==> src/rtl/ccff_chain_loader.sv <==
// ccff_chain_loader: serialises host words LSB-first into a DFF config chain and returns the displaced bits as readback words
module ccff_chain_loader #(
    parameter int WORD_W    = 8,
    parameter int CHAIN_LEN = 16,
    parameter int CNT_W     = $clog2(CHAIN_LEN + 1)
) (
    input  logic              prog_clk,
    input  logic              prog_reset,
    input  logic              start,
    input  logic              abort,
    output logic              busy,
    output logic              done,
    output logic              aborted,
    input  logic [WORD_W-1:0] cfg_data,
    input  logic              cfg_valid,
    output logic              cfg_ready,
    output logic [WORD_W-1:0] rd_data,
    output logic              rd_valid,
    input  logic              rd_ready,
    output logic              ccff_head,
    input  logic              ccff_tail,
    output logic              prog_clk_en,
    output logic [CNT_W-1:0]  bits_left
);
    localparam int KW = $clog2(WORD_W + 1);
    localparam logic [2:0] IDLE  = 3'd0;
    localparam logic [2:0] FETCH = 3'd1;
    localparam logic [2:0] SHIFT = 3'd2;
    localparam logic [2:0] DRAIN = 3'd3;
    localparam logic [2:0] DONE  = 3'd4;
    logic [2:0]        state;
    logic [WORD_W-1:0] shreg, cap, cap_nxt;
    logic [KW-1:0]     nbits, k;
    logic              rd_hs, cfg_hs, last_bit;
    assign busy        = state != IDLE;
    assign done        = state == DONE;
    // abort masks the chain clock and the input handshake in the same cycle it is taken
    assign prog_clk_en = state == SHIFT && !abort;
    assign cfg_ready   = state == FETCH && !abort && (!rd_valid || rd_ready);
    assign ccff_head   = state == SHIFT && shreg[0];
    assign rd_hs       = rd_valid && rd_ready;
    assign cfg_hs      = cfg_valid && cfg_ready;
    assign last_bit    = k == nbits - KW'(1);
    assign cap_nxt     = cap | (WORD_W'(ccff_tail) << k);
    always_ff @(posedge prog_clk or posedge prog_reset) begin
        if (prog_reset) begin
            state     <= IDLE;
            shreg     <= '0;
            cap       <= '0;
            nbits     <= '0;
            k         <= '0;
            bits_left <= '0;
            rd_data   <= '0;
            rd_valid  <= 1'b0;
            aborted   <= 1'b0;
        end else begin
            aborted <= 1'b0;
            if (rd_hs) rd_valid <= 1'b0;
            if (abort && state != IDLE) begin
                state     <= IDLE;
                rd_valid  <= 1'b0;
                aborted   <= 1'b1;
                bits_left <= '0;
            end else begin
                case (state)
                    IDLE: if (start) begin
                        bits_left <= CNT_W'(CHAIN_LEN);
                        state     <= FETCH;
                    end
                    FETCH: if (cfg_hs) begin
                        shreg <= cfg_data;
                        cap   <= '0;
                        k     <= '0;
                        nbits <= (32'(bits_left) >= 32'(WORD_W)) ? KW'(WORD_W) : KW'(bits_left);
                        state <= SHIFT;
                    end
                    SHIFT: begin
                        shreg     <= shreg >> 1;
                        cap       <= cap_nxt;
                        k         <= k + KW'(1);
                        bits_left <= bits_left - CNT_W'(1);
                        if (last_bit) begin
                            rd_data  <= cap_nxt;
                            rd_valid <= 1'b1;
                            state    <= (bits_left == CNT_W'(1)) ? DRAIN : FETCH;
                        end
                    end
                    DRAIN: if (rd_hs) state <= DONE;
                    DONE: state <= IDLE;
                    default: state <= IDLE;
                endcase
            end
        end
    end
endmodule

==> config.mk <==
export PLATFORM = sky130hd
export DESIGN_NAME = ccff_chain_loader
export DESIGN_NICKNAME = d
export VERILOG_FILES = /design/src/rtl/ccff_chain_loader.sv
export SDC_FILE = /design/constraint.sdc
export NUM_CORES = 1
export LEC_CHECK = 0
export CAP_MARGIN = 20
export CORE_UTILIZATION = 53
export CTS_CLUSTER_SIZE = 24
export DETAILED_ROUTE_END_ITERATION = 8
export PLACE_DENSITY = 0.76
export SYNTH_ARGS = -nofsm -noshare
export SYNTH_HDL_FRONTEND = slang
export SYNTH_SLANG_ARGS = --single-unit
==> constraint.sdc <==
create_clock -name prog_clk -period 2.4 [get_ports prog_clk]
set_input_delay 0.6 -clock prog_clk [delete_from_list [all_inputs] [get_ports prog_clk]]
set_output_delay 0.6 -clock prog_clk [all_outputs]
set_load 0.05 [all_outputs]
# --- Yosys cells after proc, flatten, opt, wreduce, memory -nomap -nowiden ---
# Index checks and enable logic that the tools add are counted.
totals:
  out_inout_bits: 20
  register_bits: 42
  inputBits: 15
  elab_cells: 68
classes:
  n_reduce_logical: 19
  n_addsub: 3
  n_lt_le_gt_ge: 1
  n_eq_ne: 11
  n_shift: 1
  muxes: 22
  bitwise: 2
ops:
  columns: ["operator", "count"]
  rows:
  - ["case mux 8 bit (2 select lines)", 2]
  - ["2-to-1 mux 8 bit", 2]
  - ["2-to-1 mux 3 bit", 5]
  - ["case mux 3 bit (4 select lines)", 1]
  - ["2-to-1 mux 5 bit", 2]
  - ["case mux 5 bit (2 select lines)", 1]
  - ["AND reduction 3 bit", 3]
  - ["2-to-1 mux 4 bit", 2]
  - ["bitwise OR 8 bit", 1]
  - ["case mux 4 bit (2 select lines)", 1]
  - ["left shift 1 x 4 -> 8 bit", 1]
  - ["logical AND 1 bit", 7]
  - ["== test 3 x 2 -> 1 bit, second input constant", 2]
  - ["inequality test 3 x 2 -> 1 bit, second input constant", 2]
  - ["inequality test 3 bit, second input constant", 2]
  - ["nonzero test 3 bit", 2]
  - ["== test 5 x 1 -> 1 bit, second input constant", 1]
  - [">= comparator 5 x 4 -> 1 bit, second input constant", 1]
  - ["2-to-1 mux 1 bit", 5]
  - ["subtractor 5 x 1 -> 5 bit, second input constant", 1]
  - ["adder 4 x 1 -> 4 bit, second input constant", 1]
  - ["== test 4 bit", 1]
  - ["AND reduction 4 bit", 1]
  - ["subtractor 4 x 1 -> 4 bit, second input constant", 1]
  - ["10 further kinds", 11]

# --- Longest topological paths before layout ---
logic_depth:
  ltp_word: 7
  ltp_mapped: 6
  depth_no_buf: 6

# --- Least setup slack after synthesis ---
# Ideal clock, no wire load.
synth_path:
  kind: "register to output"
  start: "reg state[2]"
  end: "out done"
  stages_incl_launch_ff: 3
  arrival_ps: 1767
  required_ps: 1800
  path_slack_ps: 33
  n_path_buf: 1
  path_cell_list: "dfrtp_1 > clkbuf_1 > nor3b_1"
synth_between:
  elab_chain_len: 1
synth_lines:
  columns: ["element", "line_no", "rtl"]
  rows:
  - ["start: declaration", "31", "logic [2:0] state;"]
  - ["start signal: assignment", "85", "state <= (bits_left == CNT_W'(1)) ? DRAIN : FETCH;"]
  - ["== test 3 bit", "36", "assign done = state == DONE;"]
  - ["end: declaration", "12", "output logic done,"]
# Every way passes these cells.

# --- Worst setup path in the final report ---
layout_path:
  start: "in abort"
  end: "out prog_clk_en"
layout_between:
  elab_chain_len: 2
layout_lines:
  columns: ["element", "line_no", "rtl"]
  rows:
  - ["start: declaration", "10", "input logic abort,"]
  - ["logical NOT 1 bit", "38", "assign prog_clk_en = state == SHIFT && !abort;"]
  - ["logical AND 1 bit", "38", null]
  - ["end: declaration", "22", "output logic prog_clk_en,"]
# Every way passes these cells.

==> qor.yml <==
grt_pass1_vias: 1737
report.final.slew_viol_count: 0
worst_clock_skew_ps: 9.56
drt_iter0_markers: 113
cts_hold_buf: 0
swShare: 0.420
fin_ws_ps: 167
combPwrFrac: 0.474
cp_data_required_time_ps: 1800
pwr-share-clk: 0.153
cts_made_buffers: 5
yosysSeqAreaShare: 0.487
critical_path_class: "in2out"
ios: 35
grt_overflow: 0
p_seq_frac: 0.373
rsz0062_at_grt: "no"
r2r-end: "rd_data[4]"
critPathLaunch: "abort"
grtUsageTotal: 0.263
synthTopCellsByArea: "dfrtp_1, o21ai_0, mux2i_1, nand2b_1, o21a_1"
dp_hpwl_um: 3430
path_clk_slew_ps: 70
post-route-min-period_ps: 2230
hold_viol_final: 0
h-tree-depth: 2
cts-root-buf: "clkbuf_8"
power.switching_w: 0.00119
vias: 1809
ys_ff_latch: 42
clk_latency_ps: 300
diodes: 0
synth_common_cells: "dfrtp_1, o21ai_0, clkbuf_1, nand2b_1, nand2_1"
ys_async_sr_fraction: 1.00
regToRegStartpoint: "state[2]"
viasPerCell: 5.89
antenna_found_initial: 0
syn_nets: 233
cts_tree: "built"
drtAntennaViolNets: 0
drive_gt1_frac: 0.143
endpoint: "prog_clk_en"
worstMarginPinSlew_ps: 578
cp-start-kind: "input port"
wire_per_inst_um: 16.1
syn2layout_area_growth_pct: 28.7
grt_max_degree: 43
yosys.cell_types.count: 43
yosys.area.top_type: "dfrtp_1"
fmax_mhz: 448
hold_path.class: "reg2reg"
nets: 279
crit_fanout: 2
synth.most_common_cell: "dfrtp_1"
powerDensity_mw_per_mm2: 1020
endpoint_kind: "primary output"
worst_ep_arrival_time_ps: 1630
relSlewSlack: 0.614
wl_um: 4960
ir_drop_mv: 0.594
die_w_um: 65.8
status: "completed"
die_area_mm2: 0.00433
netlist_area_mm2: 0.00216
leakagePower_nw: 1.23
fp.coreArea_mm2: 0.00377
port_buffers: 34
start_util: 0.572
setup-violations-final: 0
cap_violations: 0
synthCells: 213
p_int_w: 0.00164
synth_edf_count: 0
clock-sinks: 42
min_period_over_period: 0.930
drc: 0
synth_top_cell_area_share: 0.487
synth_ff_type: "dfrtp_1"
gp_congestion: 0.795
grt_pass1_wl_um: 8220
die_h_um: 65.8
drt_pre_antenna_iters: 4
ff2ff_setup_slack_ps: 310
pre_cts_ws_ps: -147
synth_area_per_cell_um2: 10.1
num_rows: 22
rr_worst_depth: 5
clockBufferDepth: 2
ys_warn_count: 0
fin_util: 0.736
-- cell families (layout without fill, tap and decap cells) --
| group | Yosys count | after routing | synth area share |
|---|---|---|---|
| buf+inv | 20 | 66 | 0.0354 |
| flops | 42 | 42 | 0.487 |
| simple gates | 73 | 73 | 0.198 |
| xor+xnor | 5 | 5 | 0.0267 |
| mux | 15 | 15 | 0.0737 |
| fa+ha+maj | 5 | 5 | 0.0290 |
| compound gates | 53 | 53 | 0.150 |
-- cell type report --
type	count	area (um^2)
Multi-Input combinational cell	151	1050
Inverter	8	32.5
Tap cell	48	60.1
Fill cell	264	996
Clock buffer	7	76.3
Sequential cell	42	1050
Timing Repair Buffer	51	504
-- sequential cells by signal (all words and copies together), names as in the netlist, 3 cells and up --
signal     flops
state          3
rd_data        8
shreg          8
nbits          4
bits_left      5
cap            8
k              4
-- power groups by stage --
stage	logic, W	clock network [W]	registers (W)
final	0.00134	0.000432	0.00106
after global routing	0.00146	0.000473	0.00108
after CTS	0.00134	0.000440	0.00105
after detailed placement	0.00131	0	0.00106
after global placement	0.00124	0	0.00105
after floorplan	0.000765	0	0.00114
-- worst min path at each step --
stage	startpoint	to	slack, ps	cells past startpoint
floorplan	cap[3]	cap[3]	460	1
global placement	cap[3]	cap[3]	460	1
detailed placement	cap[3]	cap[3]	470	1
CTS	cap[3]	cap[3]	490	1
global route	rd_data[2]	rd_data[2]	500	1
finish	cap[3]	cap[3]	490	1
-- per-layer routing --
layer	GRT usage	vias up	wire length, um
met4	0.0978	0	78
met5	0	-	0
li1	-	845	-
met3	0.0776	7	312
met1	0.339	890	2140
met2	0.416	67	2420
-- worst max-delay path, cell delays in order --
cell           delay [ps]
dlygate4sd2_1         240
or4b_4                570
inv_4                  90
buf_12                130
-- stage by stage --
step                      TNS (ps)  power [W]  cells  hold WS [ps]  instance area [um^2]
after global placement        -992    0.00229    299           464                  2670
after detailed placement     -1070    0.00237    299           472                  2670
final                            0    0.00283    307           485                  2780
after CTS                        0    0.00283    307           489                  2780
after global routing             0    0.00301    307           503                  2780
after floorplan                  0    0.00191    213           455                  2160
-- placed cells by master, fill, tap and decap left out, types with 4 or more instances in the layout --
cell type,netlist,final
buf_12,0,4
o21ai_0,29,29
nand3b_1,4,4
clkbuf_8,0,5
mux2i_1,8,8
nand2b_1,11,11
ha_1,5,5
mux2_1,4,4
clkdlybuf4s50_1,0,28
nor4_1,5,5
nor3_1,5,5
o21bai_1,4,4
buf_4,0,18
inv_1,8,7
dfrtp_1,42,42
o21a_1,9,9
nand2_1,10,10
nand3_1,8,8
nor2_1,8,8
-- timing repair --
item                                    in CTS  in global routing
gates resized for setup                      7                  0
endpoints found under the setup margin       2                  0
setup buffers                                1                  0
Note: power is estimated with default switching activity, not from simulation.
